$ cat src/rtl/hs_rx_pkg.sv
// Shared types and constants for the D-PHY HS receive deserializer.
// Also provides the Hamming-distance helper used by the sync detector.
package hs_rx_pkg;

  typedef enum logic [2:0] {
    ST_IDLE = 3'd0,
    ST_HUNT = 3'd1,
    ST_DATA = 3'd2,
    ST_FAIL = 3'd3
  } hs_rx_state_e;

  localparam logic [7:0]  HS_SYNC_WORD    = 8'hB8;
  localparam int unsigned HS_SYNC_TIMEOUT = 32;

  function automatic logic [3:0] hamming8(input logic [7:0] a, input logic [7:0] b);
    logic [7:0] x;
    logic [3:0] n;
    x = a ^ b;
    n = '0;
    for (int i = 0; i < 8; i++) n = n + {3'd0, x[i]};
    return n;
  endfunction

endpackage

$ cat src/rtl/hs_rx_deserializer_if.sv
// PPI-side bundle of the HS receive path: sampled bit pair in, bytes and status out.
// master = line sampler / protocol side, slave = the deserializer.
interface hs_rx_deserializer_if;
  logic       HSRX_EN;
  logic       HS_b1;
  logic       HS_b2;
  logic [7:0] RxDataHS;
  logic       RxValidHS;
  logic       RxActiveHS;
  logic       RxSyncHS;
  logic       ErrSotHS;
  logic       ErrSotSyncHS;
  logic [2:0] DphyRxState;

  modport master (
    output HSRX_EN, HS_b1, HS_b2,
    input  RxDataHS, RxValidHS, RxActiveHS, RxSyncHS, ErrSotHS, ErrSotSyncHS, DphyRxState
  );

  modport slave (
    input  HSRX_EN, HS_b1, HS_b2,
    output RxDataHS, RxValidHS, RxActiveHS, RxSyncHS, ErrSotHS, ErrSotSyncHS, DphyRxState
  );
endinterface

$ cat src/rtl/hs_rx_sync_det.sv
// Combinational sync-word compare on the two candidate windows of the next history.
// HS_RX_SOT_TOLERANT_EN: also accept a window one bit away from the sync word.
module hs_rx_sync_det
  import hs_rx_pkg::*;
(
  input  logic [8:0] hist_i,
  input  logic [7:0] sync_word_i,
  output logic       match_a_o,
  output logic       match_b_o,
  output logic       err1_o
);

  logic [3:0] dist_a, dist_b;

  assign dist_a = hamming8(hist_i[8:1], sync_word_i);
  assign dist_b = hamming8(hist_i[7:0], sync_word_i);

`ifdef HS_RX_SOT_TOLERANT_EN
  logic exact_a, exact_b, near_a, near_b;

  assign exact_a = (dist_a == 4'd0);
  assign exact_b = (dist_b == 4'd0);
  assign near_a  = (dist_a == 4'd1);
  assign near_b  = (dist_b == 4'd1);

  // An exact hit on either window outranks a near hit on the other.
  assign match_b_o = exact_b | (~exact_a & near_b);
  assign match_a_o = exact_a | (~exact_b & ~near_b & near_a);
  assign err1_o    = ~exact_a & ~exact_b & (near_a | near_b);
`else
  assign match_a_o = (dist_a == 4'd0);
  assign match_b_o = (dist_b == 4'd0);
  assign err1_o    = 1'b0;
`endif

endmodule

$ cat src/rtl/hs_rx_deserializer.sv
// D-PHY HS receive: sync hunt, byte alignment and 2b->8b deserialization.
// Optional SoT 1-bit error tolerance via HS_RX_SOT_TOLERANT_EN (see hs_rx_sync_det).
module hs_rx_deserializer
  import hs_rx_pkg::*;
#(
  parameter logic [7:0]  SYNC_WORD    = HS_SYNC_WORD,
  parameter int unsigned SYNC_TIMEOUT = HS_SYNC_TIMEOUT
) (
  input  logic                 RxDDRClk,
  input  logic                 RxRst,
  hs_rx_deserializer_if.slave  bus
);

  localparam int CW = $clog2(SYNC_TIMEOUT + 1);

  hs_rx_state_e  state_q;
  logic [6:0]    hist_q;
  logic [8:0]    hist_d;
  logic [CW-1:0] hunt_q;
  logic [2:0]    nbit_q;
  logic [7:0]    data_q;
  logic          valid_q, active_q, sync_q, errsot_q, tmo_q;
  logic          match_a, match_b, err1;

  // Newest bit at the MSB; history is dropped whenever the lane is disabled.
  assign hist_d = bus.HSRX_EN ? {bus.HS_b2, bus.HS_b1, hist_q} : 9'd0;

  hs_rx_sync_det u_sync_det (
    .hist_i      (hist_d),
    .sync_word_i (SYNC_WORD),
    .match_a_o   (match_a),
    .match_b_o   (match_b),
    .err1_o      (err1)
  );

  always_ff @(posedge RxDDRClk or negedge RxRst) begin
    if (!RxRst) begin
      state_q  <= ST_IDLE;
      hist_q   <= '0;
      hunt_q   <= '0;
      nbit_q   <= '0;
      data_q   <= '0;
      valid_q  <= 1'b0;
      active_q <= 1'b0;
      sync_q   <= 1'b0;
      errsot_q <= 1'b0;
      tmo_q    <= 1'b0;
    end else begin
      hist_q   <= hist_d[8:2];
      valid_q  <= 1'b0;
      sync_q   <= 1'b0;
      errsot_q <= 1'b0;
      tmo_q    <= 1'b0;
      if (!bus.HSRX_EN) begin
        state_q  <= ST_IDLE;
        active_q <= 1'b0;
      end else begin
        case (state_q)
          ST_IDLE: begin
            state_q <= ST_HUNT;
            hunt_q  <= '0;
          end
          ST_HUNT: begin
            if (match_a | match_b) begin
              state_q  <= ST_DATA;
              active_q <= 1'b1;
              sync_q   <= 1'b1;
              errsot_q <= err1;
              // Window B leaves this cycle's b2 as data bit 0.
              nbit_q   <= match_b ? 3'd1 : 3'd0;
            end else if (hunt_q == CW'(SYNC_TIMEOUT - 1)) begin
              state_q <= ST_FAIL;
              tmo_q   <= 1'b1;
            end else begin
              hunt_q <= hunt_q + CW'(1);
            end
          end
          ST_DATA: begin
            // 3-bit count wraps mod 8, so the odd-phase remainder carries naturally.
            nbit_q <= nbit_q + 3'd2;
            if (nbit_q[2:1] == 2'b11) begin
              valid_q <= 1'b1;
              data_q  <= nbit_q[0] ? hist_d[7:0] : hist_d[8:1];
            end
          end
          ST_FAIL: ;
          default: state_q <= ST_IDLE;
        endcase
      end
    end
  end

  assign bus.RxDataHS     = data_q;
  assign bus.RxValidHS    = valid_q;
  assign bus.RxActiveHS   = active_q;
  assign bus.RxSyncHS     = sync_q;
  assign bus.ErrSotHS     = errsot_q;
  assign bus.ErrSotSyncHS = tmo_q;
  assign bus.DphyRxState  = state_q;

endmodule

$ cat src/flat_wrapper.sv
// flat-port wrapper written by rule: the top's interface ports become plain ports
module hs_rx_deserializer_flat import hs_rx_pkg::*;
#(
  parameter logic [7:0]  SYNC_WORD    = HS_SYNC_WORD,
  parameter int unsigned SYNC_TIMEOUT = HS_SYNC_TIMEOUT
)
  (RxDDRClk, RxRst, bus_HSRX_EN, bus_HS_b1, bus_HS_b2, bus_RxDataHS, bus_RxValidHS, bus_RxActiveHS, bus_RxSyncHS, bus_ErrSotHS, bus_ErrSotSyncHS, bus_DphyRxState);
  hs_rx_deserializer_if bus_i ();
  input  logic RxDDRClk;
  input  logic RxRst;
  input wire logic [$bits(bus_i.HSRX_EN)-1:0] bus_HSRX_EN;
  input wire logic [$bits(bus_i.HS_b1)-1:0] bus_HS_b1;
  input wire logic [$bits(bus_i.HS_b2)-1:0] bus_HS_b2;
  output wire logic [$bits(bus_i.RxDataHS)-1:0] bus_RxDataHS;
  output wire logic [$bits(bus_i.RxValidHS)-1:0] bus_RxValidHS;
  output wire logic [$bits(bus_i.RxActiveHS)-1:0] bus_RxActiveHS;
  output wire logic [$bits(bus_i.RxSyncHS)-1:0] bus_RxSyncHS;
  output wire logic [$bits(bus_i.ErrSotHS)-1:0] bus_ErrSotHS;
  output wire logic [$bits(bus_i.ErrSotSyncHS)-1:0] bus_ErrSotSyncHS;
  output wire logic [$bits(bus_i.DphyRxState)-1:0] bus_DphyRxState;
  assign bus_i.HSRX_EN = bus_HSRX_EN;
  assign bus_i.HS_b1 = bus_HS_b1;
  assign bus_i.HS_b2 = bus_HS_b2;
  assign bus_RxDataHS = bus_i.RxDataHS;
  assign bus_RxValidHS = bus_i.RxValidHS;
  assign bus_RxActiveHS = bus_i.RxActiveHS;
  assign bus_RxSyncHS = bus_i.RxSyncHS;
  assign bus_ErrSotHS = bus_i.ErrSotHS;
  assign bus_ErrSotSyncHS = bus_i.ErrSotSyncHS;
  assign bus_DphyRxState = bus_i.DphyRxState;
  hs_rx_deserializer #(.SYNC_WORD(SYNC_WORD), .SYNC_TIMEOUT(SYNC_TIMEOUT)) u_core (.RxDDRClk(RxDDRClk), .RxRst(RxRst), .bus(bus_i));
endmodule
$ cat config.mk
export PLATFORM = sky130hd
export DESIGN_NAME = hs_rx_deserializer_flat
export DESIGN_NICKNAME = d
export VERILOG_FILES = /design/src/rtl/hs_rx_pkg.sv /design/src/rtl/hs_rx_deserializer_if.sv /design/src/rtl/hs_rx_sync_det.sv /design/src/rtl/hs_rx_deserializer.sv /design/src/flat_wrapper.sv
export SDC_FILE = /design/constraint.sdc
export NUM_CORES = 1
export LEC_CHECK = 0
export BUFFER_PORTS_ARGS = -buffer_cell sky130_fd_sc_hd__buf_2
export CAP_MARGIN = 20
export CORE_AREA = 2 2 86 88
export DETAILED_ROUTE_END_ITERATION = 8
export DIE_AREA = 0 0 88 90
export MAX_ROUTING_LAYER = met4
export PLACE_DENSITY = 0.44
export SYNTH_ARGS = -nofsm -noshare
export SYNTH_HDL_FRONTEND = slang
export SYNTH_HIERARCHICAL = 1
export SYNTH_SLANG_ARGS = --single-unit
$ cat constraint.sdc
create_clock -name RxDDRClk -period 5.15 [get_ports RxDDRClk]
set_input_delay 1.03 -clock RxDDRClk [delete_from_list [all_inputs] [get_ports RxDDRClk]]
set_output_delay 1.03 -clock RxDDRClk [all_outputs]
set_load 0.01 [all_outputs]
[Word level (Yosys, flattened, before mapping)]
Cells that the tools add are included.
Cells by class
  equality and inequality tests: 12
  bitwise logic cells: 3
  reduce and logical (&&, ||, !) cells: 11
  multiplexer cells: 25
  add/sub/neg operators: 16
Operators by type and width (number)
  $add 4x1->4: 8
  $mux 1: 14
  $mux 3: 4
  $mux 6: 2
  $pmux 6 s2: 1
  $mux 9: 1
  $pmux 3 s3: 1
  $add 3x1->4: 2
  $logic_not 4->1: 2
  $mux 8: 1
  $not 4->4: 2
  $add 2x1->3: 2
  $add 6x1->6 const B: 1
  $eq 3x2->1 const B: 2
  $eq 6x5->1 const B: 1
  $ne 2x1->1 const B: 3
  $ne 2x2->1 const B: 3
  $pmux 3 s2: 1
  $reduce_and 3->1: 2
  $add 1x1->2: 2
  $ne 4x2->1 const B: 1
  $reduce_and 2->1: 2
  $reduce_and 4->1: 1
  $reduce_bool 2->1: 2
  other kinds (6): 6
Storage, ports and cells
  register bits: 31
  word-level logic and storage cells: 76
  output and inout port bits: 16
  bits of input ports: 5

[Longest topological paths before layout]
  depth after elaboration: 13
  mapped depth: 17
  gate-level depth less buffers: 16

[Modules after synthesis]
Netlist, hierarchy kept.
Modules (own cells, without submodules)
  hs_rx_deserializer: seq. area each 775.7 µm², times used 1, area an instance 1395.1 µm², cells an instance 130
  hs_rx_sync_det: seq. area each 0.0 µm², times used 1, area an instance 516.7 µm², cells an instance 54

[Least setup slack after synthesis]
Ideal clock, no wire load.
  path kind: input to register
  from: input bus_HSRX_EN
  to: register u_core.hunt_q[0]
  library setup time: 0.121 ns
  stages: 17
  required time: 5.029 ns
  path slack: 0.093 ns
  arrival time: 4.936 ns
  buffers on the path: 1
  path through: buf_2 -> and2_1 -> xor2_1 -> fa_1 -> inv_1 -> fa_1 -> inv_1 -> fa_1 -> ha_1 -> inv_1 -> fa_1 -> nor3b_1 -> a41o_2 -> nor2_4 -> o21ai_2 -> mux2_1 -> a22o_1
On the way
  word-level cells in the longest chain between the ends: 12
  elaborated cells between the ends (all ways): 22
RTL lines
  start, declared: line flat_wrapper.sv:11  | input wire logic [$bits(bus_i.HSRX_EN)-1:0] bus_HSRX_EN;
  $mux 9: line hs_rx_deserializer.sv:26  | assign hist_d = bus.HSRX_EN ? {bus.HS_b2, bus.HS_b1, hist_q} : 9'd0;
  named net u_core.hist_d[0]: line hs_rx_deserializer.sv:18  | logic [8:0] hist_d;
  $add 1x1->2: line hs_rx_pkg.sv:20  | for (int i = 0; i < 8; i++) n = n + {3'd0, x[i]};
  $add 2x1->3: line hs_rx_pkg.sv:20
  $add 3x1->4: line hs_rx_pkg.sv:20
  $add 4x1->4 (4 in a row): line hs_rx_pkg.sv:20
  $logic_not 4->1: line hs_rx_sync_det.sv:32  | assign match_b_o = (dist_b == 4'd0);
  named net u_core.match_b: line hs_rx_deserializer.sv:23  | logic match_a, match_b, err1;
  $or 1x1->1: line hs_rx_deserializer.sv:64  | if (match_a | match_b) begin
  $ne 2x2->1 (no source line)
  $reduce_and 4->1 (no source line)
  end signal, assigned: line hs_rx_deserializer.sv:75  | hunt_q <= hunt_q + CW'(1);
  end, declared: line hs_rx_deserializer.sv:19  | logic [CW-1:0] hunt_q;
The timed path passes the listed nets, and every way through them passes these cells.
A chain may end at the register's enable or synchronous reset.

[Worst setup path after layout]
Same ends and word-level chain as after synthesis.

==> results by stage <==
CTS:
- The number of buffers inserted by hold repair at cts is 0.
- TritonCTS built the clock tree.
- No sink is reached through more buffers than the 2 on the longest clock path.
- The number of clock buffers added by TritonCTS is 5.
- The later pin in the worst-skew pair is clocked with a latency of 280 ps.
- The root buffer cell is clkbuf_8.
- Clock-pin slew was measured on the worst setup and hold paths at ~70 ps.
- The post-CTS setup buffer count is 0.
- The total number of clock tree sinks is 31.
- The maximum level of the CTS H-tree is 2.
- The post-cts gate resize count is 0.

Timing:
- The number of max-slew violations in the final report is 0.
- Subtracting the final worst setup slack from the clock period gives 4898 ps.
- The worst slew margin relative to its limit is 0.4956.
- The final-report setup violation count is 0.
- Hold timing on the final database bottoms out at a slack of 477.0 ps.
- The final hold violation count is 0.
- Setup repair after global routing left no endpoint under its margin.
- The worst setup margin is 252.1 ps.
- For the pin with the worst max-slew slack, the measured transition is around 760 ps.
- Derived from the worst setup path, the maximum achievable clock frequency is 204.2 MHz.
- The setup total negative slack is 0 ps.
- Of the available clock period, the critical path in the final layout requires 0.9510.
- On the final layout, the worst clock skew is 4.611 ps.

Drt:
- The detailed-routing iteration count for the pre-antenna-repair pass is 4.
- After detailed routing, the average wire length per cell comes to roughly 12 µm.
- Summing over every cut layer, the via total after detailed routing is 1355.
- The final layout contains routed wiring with a total length of between 3000 and 4000 µm.
- The initial DRC count is 39.
- After detailed routing, the number of vias per cell comes to 4.131.
- The number of routed nets with antenna violations is 0.
- After detailed routing, the number of remaining DRC violations is 0.

Logic synthesis:
- The share of synthesized area in the top cell type comes to 0.4058.
- Of the total synthesized cell area, the portion taken by AND, OR, NAND and NOR gates is 0.1656.
- For this run, the leading register cell type out of synthesis is dfrtp_1.
- By instance count, the leading cell after synthesis is dfrtp_1.
- Counting flops and latches in the post-synthesis netlist gives 31.
- Counting flops with a built-in enable in the synthesized netlist gives 0.
- Of all flip-flops after synthesis, the portion carrying an async set or reset was 1.000.
- In the synthesized netlist, the cells that appear most often are dfrtp_1 (31), inv_1 (17), nand2_1 (16).
- Ranked by total cell area, the synthesized netlist is headed by dfrtp_1 (41%), fa_1 (8.4%), xor2_1 (5.5%).
- The adder and majority gate portion of the synthesized area is 0.1361.
- Yosys printed 6 warnings.
- The number of different library cells used by synthesis comes to 40.
- The post-synthesis instance total is 184.
- Of the synthesized area, sequential elements account for 0.4058.
- dfrtp_1 takes more of the synthesized area than any other cell.
- In this run the cell area of the synthesized design comes to 0.001912 mm².
- The compound-cell area share of the yosys netlist came to 0.1139.
- A synthesized cell averages ~10 µm².
- Of the total synthesized cell area, the portion taken by XOR and XNOR cells is 0.07330.
- After synthesis, the share of cell area in mux cells is 0.04777.
- By area, the combinational part of the netlist is dominated by simple AND/OR/NAND/NOR gates.

Setup path:
- The cell that appears most often on the critical path is fa_1.
- The largest single stage delay on the critical path is 540 ps.
- On the critical path, the stage with the largest delay is an instance of fa_1.
- The worst setup path is launched from an input pin.
- The worst path arrival time is 5070 ps.
- The critical path goes through buf_2, and2_1, xor2_1, fa_1, inv_1, fa_1, inv_1, fa_1, ha_1, inv_1, fa_1, nor3b_1, a41o_2, nor2_4, o21ai_2, mux2_1, a22o_1.
- In this run the worst path has a maximum fanout of 6.
- The critical path class is input pin to flip-flop.
- STA classifies the critical path endpoint as a flip-flop.
- The required time reported for the critical path endpoint is 5320 ps.

Cells and area:
- Counting the fill cells in the layout gives 733.
- The final net count is ~250.
- The layout-stage area growth over the synthesis result is 21.33%.
- 0 antenna diodes ended up in the layout.
- In the final layout, the share of cells above drive strength 1 is 0.2052.

GRT:
- The global-route usage over all layers is 0.1136.
- The maximum number of pins on one net before global-route repair is 32.
- The number of global-route vias before repair came to 1425.
- The residual overflow from global routing is 0.
- The initial antenna violation count is 0.
- The global-route wire length before repair is around 7000 µm.

Placed design:
- Before CTS, the worst setup slack after placement is -42.73 ps.
- The count of buffers added on input and output ports is 19.
- The sum of net half-perimeters after detailed placement is 2911 µm.
- The final estimated routing congestion in global placement is 0.7969.

Min path:
- The worst hold path belongs to the class flip-flop to flip-flop.

Die:
- The number of placed I/O pins is 21.
- The chip width is 88 µm.
- The chip height is 90 µm.
- The total number of placement rows is 31.
- In this run the standard cell core region covers about 0.007 mm².
- The starting density of the core is 0.2723.
- The die covers 0.007920 mm².

Power:
- The total power of the final layout is 0.9180 mW.
- The maximum vdd ir drop is 0.1952 mV.
- The analysis attributes to cell leakage a power of 1.154 nW.
- The power density over cell area is 395.8 mW/mm².

Flow run:
- The tool flagged a number of max-cap violations equal to 0.

Outcome:
- The run finished with clean final reports.
-- cells in the final DEF, fill, tap and decap left out, types with 2 or more instances in the layout --
| cell | Yosys | final |
|---|---|---|
| dfrtp_1 | 31 | 31 |
| buf_2 | 4 | 19 |
| conb_1 | 3 | 18 |
| inv_1 | 17 | 17 |
| nand2_1 | 16 | 16 |
| xor2_1 | 12 | 12 |
| and2_1 | 10 | 10 |
| o21ai_0 | 10 | 10 |
| buf_4 | 2 | 9 |
| mux2i_1 | 8 | 8 |
| ha_1 | 8 | 8 |
| fa_1 | 8 | 8 |
| clkbuf_8 | 0 | 7 |
| a21oi_1 | 7 | 7 |
| nor2_1 | 5 | 5 |
| o21ai_1 | 4 | 4 |
| xnor2_1 | 4 | 4 |
| nand3_1 | 3 | 3 |
| nand2b_1 | 3 | 3 |
| nor3b_1 | 3 | 3 |
| and2b_2 | 2 | 2 |
| nand3_2 | 2 | 2 |
| nand4_1 | 2 | 2 |
| nor4bb_2 | 2 | 2 |
| a41o_2 | 2 | 2 |
-- state kept, by name (all words and copies together), names as in the netlist --
| signal | flops |
|---|---|
| u_core/bus.RxSyncHS | 1 |
| u_core/bus.DphyRxState | 2 |
| u_core/bus.RxActiveHS | 1 |
| u_core/bus.ErrSotHS | 1 |
| u_core/bus.RxDataHS | 8 |
| u_core/bus.ErrSotSyncHS | 1 |
| u_core/bus.RxValidHS | 1 |
| u_core/hist_q | 7 |
| u_core/hunt_q | 6 |
| u_core/nbit_q | 3 |
-- layout make-up --
| type | count | area [µm²] | area share |
|---|---|---|---|
| clock buffer | 8 | 100.1 | 0.04315 |
| inverter | 17 | 63.81 | 0.02751 |
| multi-input combinational | 145 | 1094 | 0.4714 |
| sequential | 31 | 775.7 | 0.3344 |
| tap | 99 | 123.9 | 0.05340 |
| timing repair buffer | 28 | 162.7 | 0.07012 |
-- kinds of logic (layout without fill, tap and decap cells) --
kind of cell    count (synthesis)  count (layout)
buf+inv                        23              53
other cells                     3              18
xor+xnor                       16              16
compound gates                 33              33
fa+ha+maj                      16              16
mux                             9               9
simple gates                   53              53
flops                          31              31
-- per-layer routing --
metal,vias up,wire [µm],global-route usage
met5,-,0,-
met4,0,14,0.01923
met3,2,106,0.03306
met2,18,1860,0.1812
met1,652,1829,0.1448
li1,683,-,-
-- per-stage QoR --
step                  util  cells  instance area, µm²
finish              0.3304    328                2320
global route        0.3304    328                2320
CTS                 0.3304    328                2320
detailed placement  0.3162    320                2220
global placement    0.3162    320                2220
floorplan                -    199                1968
-- power breakdown --
group	total, mW	internal, mW	switching (mW)	leakage (nW)
sequential	0.332	0.279	0.0525	0.420
combinational	0.372	0.183	0.189	0.682
clock	0.214	0.122	0.0921	0.0515
total	0.918	0.585	0.333	1.15
-- worst max-delay path: cells and delay by family --
kind | cells | cell delay, ps
mux | 1 | 310
compound gates | 3 | 560
buf+inv | 4 | 300
xor+xnor | 1 | 190
fa+ha+maj | 5 | 2200
simple gates | 3 | 480
-- worst paths after layout --
check | slack (ps) | cells after the start | start | end
min reg2reg | 480 | 2 | u_core/bus.RxDataHS[3] | u_core/bus.RxDataHS[3]
max | 250 | 17 | bus_HSRX_EN | u_core/hunt_q[0]
max in group asynchronous | 3850 | 1 | RxRst | u_core/hunt_q[4]
min | 480 | 2 | u_core/bus.RxDataHS[3] | u_core/bus.RxDataHS[3]
min in group asynchronous | 820 | 1 | RxRst | u_core/bus.RxDataHS[3]
max reg2reg | 760 | 16 | u_core/hist_q[1] | u_core/hunt_q[0]
(Power assumes the default switching activity.)
